`src/rtl/map_bank_irq_if.sv`:
```
// Cartridge-side bus bundle for the indexed bank mapper: CPU/PPU address inputs,
// save-state access and the mapped PRG/CHR/CIRAM/IRQ outputs.
interface map_bank_irq_if #(
    parameter int PRG_AW = 19,
    parameter int CHR_AW = 18
);
    logic [15:0]       cpu_addr;
    logic [7:0]        cpu_dat;
    logic              cpu_we;
    logic [13:0]       ppu_addr;
    logic              ss_act;
    logic              ss_we;
    logic [7:0]        ss_addr;
    logic [7:0]        ss_rdat;
    logic [PRG_AW-1:0] prg_addr;
    logic [CHR_AW-1:0] chr_addr;
    logic              ciram_a10;
    logic              irq;

    modport master (
        output cpu_addr, cpu_dat, cpu_we, ppu_addr, ss_act, ss_we, ss_addr,
        input  ss_rdat, prg_addr, chr_addr, ciram_a10, irq
    );

    modport slave (
        input  cpu_addr, cpu_dat, cpu_we, ppu_addr, ss_act, ss_we, ss_addr,
        output ss_rdat, prg_addr, chr_addr, ciram_a10, irq
    );
endinterface

```
`src/rtl/map_bank_irq.sv`:
```
// Indexed bank-register mapper (index at $8000, data at $A000) with selectable
// PRG/CHR slot layout, four mirroring modes and a CPU-cycle IRQ down-counter.
module map_bank_irq #(
    parameter int PRG_SLOTS = 2,
    parameter int CHR_MODE  = 0,
    parameter int PRG_AW    = 19,
    parameter int CHR_AW    = 18,
    parameter int MAP_IDX   = 112
) (
    input  logic          m2,
    input  logic          rst_n,
    map_bank_irq_if.slave bus
);
    localparam int         PRG_BW = PRG_AW - 13;
    localparam int         CHR_BW = CHR_AW - 10;
    localparam int         N_CHR  = (CHR_MODE == 0) ? 6 : 8;
    localparam logic [3:0] PRG_N  = 4'(PRG_SLOTS);
    localparam logic [3:0] CHR_N  = 4'(N_CHR);
    localparam logic [7:0] MAP_ID = 8'(MAP_IDX);

    logic [PRG_BW-1:0] prg_q [4];
    logic [PRG_BW-1:0] prg_d [4];
    logic [CHR_BW-1:0] chr_q [8];
    logic [CHR_BW-1:0] chr_d [8];
    logic [3:0]        idx_q, idx_d;
    logic [1:0]        mirror_q, mirror_d;
    logic [15:0]       latch_q, latch_d;
    logic [15:0]       ctr_q, ctr_d;
    logic              irq_en_q, irq_en_d;
    logic              auto_q, auto_d;
    logic              irq_q, irq_d;

    logic [3:0]        sel;
    logic [3:0]        cidx;
    logic [1:0]        win, win_rev;
    logic [PRG_BW-1:0] prg_bank;
    logic [2:0]        cslot;
    logic [CHR_BW-1:0] chr_bank;

    assign sel  = {bus.cpu_addr[15:13], bus.cpu_addr[0]};
    assign cidx = idx_q - PRG_N;

    always_ff @(posedge m2 or negedge rst_n) begin
        if (!rst_n) begin
            for (int i = 0; i < 4; i++) prg_q[i] <= '0;
            for (int i = 0; i < 8; i++) chr_q[i] <= '0;
            idx_q    <= '0;
            mirror_q <= '0;
            latch_q  <= '0;
            ctr_q    <= '0;
            irq_en_q <= 1'b0;
            auto_q   <= 1'b0;
            irq_q    <= 1'b0;
        end else begin
            prg_q    <= prg_d;
            chr_q    <= chr_d;
            idx_q    <= idx_d;
            mirror_q <= mirror_d;
            latch_q  <= latch_d;
            ctr_q    <= ctr_d;
            irq_en_q <= irq_en_d;
            auto_q   <= auto_d;
            irq_q    <= irq_d;
        end
    end

    always_comb begin
        prg_d    = prg_q;
        chr_d    = chr_q;
        idx_d    = idx_q;
        mirror_d = mirror_q;
        latch_d  = latch_q;
        ctr_d    = ctr_q;
        irq_en_d = irq_en_q;
        auto_d   = auto_q;
        irq_d    = irq_q;
        if (bus.ss_act) begin
            if (bus.ss_we) begin
                case (bus.ss_addr) inside
                    [8'd0:8'd2]: begin
                        if ({2'b00, bus.ss_addr[1:0]} < PRG_N)
                            prg_d[bus.ss_addr[1:0]] = bus.cpu_dat[PRG_BW-1:0];
                    end
                    [8'd8:8'd15]: begin
                        if ({1'b0, bus.ss_addr[2:0]} < CHR_N)
                            chr_d[bus.ss_addr[2:0]] = bus.cpu_dat[CHR_BW-1:0];
                    end
                    8'd16: begin
                        idx_d    = bus.cpu_dat[7:4];
                        mirror_d = bus.cpu_dat[1:0];
                    end
                    8'd17: latch_d[7:0]  = bus.cpu_dat;
                    8'd18: latch_d[15:8] = bus.cpu_dat;
                    8'd19: begin
                        irq_en_d = bus.cpu_dat[0];
                        auto_d   = bus.cpu_dat[1];
                        irq_d    = bus.cpu_dat[2];
                    end
                    8'd20: ctr_d[7:0]  = bus.cpu_dat;
                    8'd21: ctr_d[15:8] = bus.cpu_dat;
                    default: ;
                endcase
            end
        end else begin
            if (irq_en_q) begin
                if (ctr_q != 16'd0) begin
                    ctr_d = ctr_q - 16'd1;
                end else begin
                    irq_d = 1'b1;
                    if (auto_q) ctr_d = latch_q;
                    else        irq_en_d = 1'b0;
                end
            end
            // A CPU write lands after the countdown so an $E001 write overrides a same-cycle expiry.
            if (bus.cpu_we) begin
                case (sel)
                    4'b1000: idx_d = bus.cpu_dat[3:0];
                    4'b1010: begin
                        if (idx_q < PRG_N)
                            prg_d[idx_q[1:0]] = bus.cpu_dat[PRG_BW-1:0];
                        else if (cidx < CHR_N)
                            chr_d[cidx[2:0]] = bus.cpu_dat[CHR_BW-1:0];
                    end
                    4'b1100: latch_d[7:0]  = bus.cpu_dat;
                    4'b1101: latch_d[15:8] = bus.cpu_dat;
                    4'b1110: mirror_d = bus.cpu_dat[1:0];
                    4'b1111: begin
                        irq_en_d = bus.cpu_dat[0];
                        auto_d   = bus.cpu_dat[1];
                        irq_d    = 1'b0;
                        if (bus.cpu_dat[0]) ctr_d = latch_q;
                    end
                    default: ;
                endcase
            end
        end
    end

    // Windows past the switchable ones count back from the last bank, so $E000 is always the last bank.
    always_comb begin
        win     = bus.cpu_addr[14:13];
        win_rev = 2'd3 - win;
        if ({2'b00, win} < PRG_N) prg_bank = prg_q[win];
        else                      prg_bank = {PRG_BW{1'b1}} - PRG_BW'(win_rev);
    end

    always_comb begin
        if (CHR_MODE == 0) begin
            if (!bus.ppu_addr[12]) cslot = {2'b00, bus.ppu_addr[11]};
            else                   cslot = {1'b0, bus.ppu_addr[11:10]} + 3'd2;
        end else begin
            cslot = bus.ppu_addr[12:10];
        end
        chr_bank = chr_q[cslot];
        if (CHR_MODE == 0 && !bus.ppu_addr[12]) chr_bank[0] = bus.ppu_addr[10];
    end

    always_comb begin
        bus.ciram_a10 = bus.ppu_addr[10];
        case (mirror_q)
            2'd0: bus.ciram_a10 = bus.ppu_addr[10];
            2'd1: bus.ciram_a10 = bus.ppu_addr[11];
            2'd2: bus.ciram_a10 = 1'b0;
            2'd3: bus.ciram_a10 = 1'b1;
            default: ;
        endcase
    end

    always_comb begin
        bus.ss_rdat = 8'hFF;
        case (bus.ss_addr) inside
            [8'd0:8'd2]:  bus.ss_rdat = 8'(prg_q[bus.ss_addr[1:0]]);
            [8'd8:8'd15]: bus.ss_rdat = 8'(chr_q[bus.ss_addr[2:0]]);
            8'd16:   bus.ss_rdat = {idx_q, 2'b00, mirror_q};
            8'd17:   bus.ss_rdat = latch_q[7:0];
            8'd18:   bus.ss_rdat = latch_q[15:8];
            8'd19:   bus.ss_rdat = {5'b00000, irq_q, auto_q, irq_en_q};
            8'd20:   bus.ss_rdat = ctr_q[7:0];
            8'd21:   bus.ss_rdat = ctr_q[15:8];
            8'd127:  bus.ss_rdat = MAP_ID;
            default: bus.ss_rdat = 8'hFF;
        endcase
    end

    assign bus.prg_addr = {prg_bank, bus.cpu_addr[12:0]};
    assign bus.chr_addr = {chr_bank, bus.ppu_addr[9:0]};
    assign bus.irq      = irq_q;
endmodule

```
`src/flat_wrapper.sv`:
```
// flat-port wrapper written by rule: the top's interface ports become plain ports
module map_bank_irq_flat 
#(
    parameter int PRG_SLOTS = 2,
    parameter int CHR_MODE  = 0,
    parameter int PRG_AW    = 19,
    parameter int CHR_AW    = 18,
    parameter int MAP_IDX   = 112
)
  (m2, rst_n, bus_cpu_addr, bus_cpu_dat, bus_cpu_we, bus_ppu_addr, bus_ss_act, bus_ss_we, bus_ss_addr, bus_ss_rdat, bus_prg_addr, bus_chr_addr, bus_ciram_a10, bus_irq);
  map_bank_irq_if #(.PRG_AW(PRG_AW), .CHR_AW(CHR_AW)) bus_i ();
  input  logic m2;
  input  logic rst_n;
  input wire logic [$bits(bus_i.cpu_addr)-1:0] bus_cpu_addr;
  input wire logic [$bits(bus_i.cpu_dat)-1:0] bus_cpu_dat;
  input wire logic [$bits(bus_i.cpu_we)-1:0] bus_cpu_we;
  input wire logic [$bits(bus_i.ppu_addr)-1:0] bus_ppu_addr;
  input wire logic [$bits(bus_i.ss_act)-1:0] bus_ss_act;
  input wire logic [$bits(bus_i.ss_we)-1:0] bus_ss_we;
  input wire logic [$bits(bus_i.ss_addr)-1:0] bus_ss_addr;
  output wire logic [$bits(bus_i.ss_rdat)-1:0] bus_ss_rdat;
  output wire logic [$bits(bus_i.prg_addr)-1:0] bus_prg_addr;
  output wire logic [$bits(bus_i.chr_addr)-1:0] bus_chr_addr;
  output wire logic [$bits(bus_i.ciram_a10)-1:0] bus_ciram_a10;
  output wire logic [$bits(bus_i.irq)-1:0] bus_irq;
  assign bus_i.cpu_addr = bus_cpu_addr;
  assign bus_i.cpu_dat = bus_cpu_dat;
  assign bus_i.cpu_we = bus_cpu_we;
  assign bus_i.ppu_addr = bus_ppu_addr;
  assign bus_i.ss_act = bus_ss_act;
  assign bus_i.ss_we = bus_ss_we;
  assign bus_i.ss_addr = bus_ss_addr;
  assign bus_ss_rdat = bus_i.ss_rdat;
  assign bus_prg_addr = bus_i.prg_addr;
  assign bus_chr_addr = bus_i.chr_addr;
  assign bus_ciram_a10 = bus_i.ciram_a10;
  assign bus_irq = bus_i.irq;
  map_bank_irq #(.PRG_SLOTS(PRG_SLOTS), .CHR_MODE(CHR_MODE), .PRG_AW(PRG_AW), .CHR_AW(CHR_AW), .MAP_IDX(MAP_IDX)) u_core (.m2(m2), .rst_n(rst_n), .bus(bus_i));
endmodule
```
`config.mk`:
```
export PLATFORM = sky130hd
export DESIGN_NAME = map_bank_irq_flat
export DESIGN_NICKNAME = d
export VERILOG_FILES = /design/src/rtl/map_bank_irq_if.sv /design/src/rtl/map_bank_irq.sv /design/src/flat_wrapper.sv
export SDC_FILE = /design/constraint.sdc
export NUM_CORES = 1
export LEC_CHECK = 0
export BUFFER_PORTS_ARGS = -buffer_cell sky130_fd_sc_hd__buf_2
export CORE_ASPECT_RATIO = 0.7
export CORE_MARGIN = 1
export CORE_UTILIZATION = 59
export CTS_CLUSTER_DIAMETER = 40
export DETAILED_ROUTE_END_ITERATION = 10
export PLACE_DENSITY = 0.83
export SETUP_SLACK_MARGIN = 0.2
export SYNTH_ARGS = -nofsm -noshare
export SYNTH_HDL_FRONTEND = slang
export SYNTH_SLANG_ARGS = --single-unit
```
`constraint.sdc`:
```
create_clock -name m2 -period 2.7 [get_ports m2]
set_clock_uncertainty 0.15 [all_clocks]
set_input_delay 0.27 -clock m2 [delete_from_list [all_inputs] [get_ports m2]]
set_output_delay 0.27 -clock m2 [all_outputs]
set_load 0.1 [all_outputs]
```
==> impl_metrics.toml <==
[status]
outcome = "complete, no violations"

[die]
rows = 35
initial_core_util_pct = 60.84
die_area_mm2 = 0.01412
die-height_um = 99.71
io_pins = 98
die_w_um = 141.6
core_mm2 = 0.01323

[final_layout]
postLayoutCellArea_mm2 = 0.009708
syn2layout_area_growth_pct = 20.65
drive_gt1_share_pct = 38.82
antennaDiodeCount = 0
nets = 913
fin_cells = 1053

[route]
vias = 7316
firstDrtPassIters = 6
drt_iter0_drc = 1053
ant_nets = 0
wire_per_inst_um = 26.07
drcViolationCount = 0
vias_per_cell = 6.948
routed_wl_um = 27450

[worst_setup_path]
crit_type = "in -> out"
cp_max_fo = 4
cp-start-kind = "input port"
rr_worst_depth = 7
end_kind = "primary output"
rrSetupSlack_ns = 0.24
arrival_ns = 2.07
crit_required_ns = 2.28

[global_routing]
grt_use_met3_pct = 11.07
busiest_layer = "met1"
grt_usage_pct = 40.09
grt_antenna_before_repair = 0
use_met1_pct = 58.02
grt_pass1_wl_um = 41480
use_met2_pct = 57.41
grt_max_degree = 73
grt_pass1_vias = 6985
grt.overflow.total = 0

[logic_synthesis]
syn_area_per_cell_um2 = 10.12
yosysSeqAreaShare_pct = 38.25
ys.flop_type = "dfrtp_1"
synth.cell_area_mm2 = 0.008046
synth_warnings = 0
yosysUniqueCellTypes = 77
ys_ff_latch = 123
synth_cells = 795
synth_edf_count = 0
synth_nets = 853
async_reset_ff_share_pct = 100.0

[timing]
worst_pin_slew_ns = 0.6191
setup_viol = 0
layout_setup_ws_ns = 0.2067
drv_slew = 0
hold_viol = 0
max_freq_mhz = 401.1
finalCriticalPeriod_ns = 2.493
tns_ns = 0
fin_crit_sh_pct = 92.35
maxSlewHeadroom_pct = 58.35
rsz0062_at_grt = "yes"

[clocking]
worstSkewPairLatency_ns = 0.43
htree_levels = 4
clock-sinks = 123
clk_pin_slew_ns = 0.07
numCtsBuffers = 17
cts_tree = "built"
cts_root_buffer = "clkbuf_16"
ctsLongestPathBuffers = 2

[power_and_ir_drop]
p_per_area_mw_per_mm2 = 635.4
peakVddDrop_v = 0.0005949
p_leak_nw = 4.288

[placement]
place.gp.congestion = 1.016
numPortBuffers = 52
dp.cells = 1008
dp_hpwl_um = 18780
dpl-instance-area_mm2 = 0.008872
pre_cts_slack_ns = -0.007650

[worst_hold_path]
hp-class = "in -> async"

[run]
max_cap_violations = 0
-- metrics by stage --
| step | hold slack (ns) | power, mW | utilization [%] |
|---|---|---|---|
| final | 0.1421 | 6.168 | 73.41 |
| after global routing | 0.1657 | 6.341 | 73.41 |
| after CTS | 0.1229 | 6.080 | 72.43 |
| after detailed placement | 0.05205 | 3.657 | 67.09 |
| after global placement | 0.04925 | 3.607 | 67.09 |
| after floorplan | -0.1756 | 3.337 | - |
-- synthesized netlist by cell type (16+ instances only) --
library cell | instances | area share (%)
buf_4 | 27 | 2.5
dfrtp_1 | 123 | 38
mux2_2 | 101 | 14
nor2_1 | 28 | 1.3
clkbuf_1 | 46 | 2.1
inv_1 | 16 | 0.75
o21ai_0 | 48 | 3.0
nand3_1 | 17 | 1.1
nand2_1 | 68 | 3.2
mux2i_1 | 37 | 4.6
a21oi_1 | 30 | 1.9
mux4_2 | 18 | 5.0
-- state kept, by name (all words and copies together) (netlist names) --
name             cells
u_core.bus.irq       1
u_core.chr_q        64
u_core.prg_q        18
u_core.idx_q         4
u_core.irq_en_q      1
u_core.ctr_q        16
u_core.latch_q      16
u_core.mirror_q      2
u_core.auto_q        1
-- worst max-delay path, cell delays in order --
cell and delay, ns:
buf_2 0.12, or4_4 0.53, o22a_4 0.26, buf_4 0.13, o211ai_1 0.35, a32oi_4 0.20
buf_12 0.21
-- cell families (layout without fill, tap and decap cells) --
group	Yosys count	in the layout	synth area share (%)
fa+ha+maj	7	7	1.088
xor+xnor	1	1	0.1089
buf+inv	109	182	6.764
flops	123	123	38.25
simple gates	222	222	15.11
compound gates	176	176	14.76
mux	157	157	23.92
-- report_power, final --
part	switching [mW]	internal (mW)
Clock	1.02	1.40
Combinational	0.859	0.574
Sequential	0.269	2.05
-- layout make-up --
type                            instances  area (um^2)
Clock inverter                         15        178.9
Clock buffer                           17        425.4
Sequential cell                       123         3085
Tap cell                              185        231.5
Multi-Input combinational cell        563         4591
Timing Repair Buffer                  134         1136
Inverter                               16        60.06
Fill cell                             898         3517
-- placed cells by master (no fill, tap or decap), types with 4 or more instances in the layout --
cell type	count
nand4_1	8
a21oi_1	27
mux2_2	101
nor3_1	12
and2_1	5
nor2b_1	13
a22oi_1	6
nor3b_1	4
and3_1	9
nor4_1	8
nand2_1	68
nand3b_1	4
a221oi_1	4
or3_1	5
inv_8	4
inv_1	16
o21ai_1	4
dfrtp_2	6
a211oi_1	4
ha_1	7
nor2_1	28
buf_6	4
nor2_2	6
buf_4	70
mux2i_1	37
inv_6	5
a211o_1	6
buf_12	16
o22ai_1	12
o211ai_1	7
mux4_2	18
nand2b_1	6
a31oi_1	6
clkbuf_16	18
buf_2	42
nand3_1	16
dfrtp_1	117
o21ai_0	38
o21ai_2	6
-- repair_timing --
action,CTS,global route
endpoints found under the setup margin,32,17
endpoints found under the hold margin,20,0
cloned,0,1
gates resized for setup,22,17
pin swaps,5,12
buffers inserted,3,8
hold buffers,1,0
-- per-layer routing --
layer | wire length (um) | share of wire [%] | vias to the layer above
li1 | - | - | 3074
met1 | 11520 | 42 | 3636
met2 | 11650 | 42 | 507
met3 | 3403 | 12 | 99
met4 | 879 | 3.2 | 0
met5 | 0 | 0 | -
-- final timing paths --
check                                              from                       endpoint
setup reg to reg            u_core.idx_q[2]$_DFFE_PN0P_   u_core.chr_q[35]$_DFFE_PN0P_
hold reg to reg            u_core.prg_q[10]$_DFFE_PN0P_   u_core.prg_q[10]$_DFFE_PN0P_
hold / removal                                    rst_n  u_core.latch_q[1]$_DFFE_PN0P_
setup / recovery                         bus_ss_addr[6]                 bus_ss_rdat[2]
max in group asynchronous                         rst_n   u_core.ctr_q[15]$_DFFE_PN0P_
min in group m2                          bus_cpu_dat[5]    u_core.ctr_q[5]$_DFFE_PN0P_
Power figures use the tool's default switching activity.
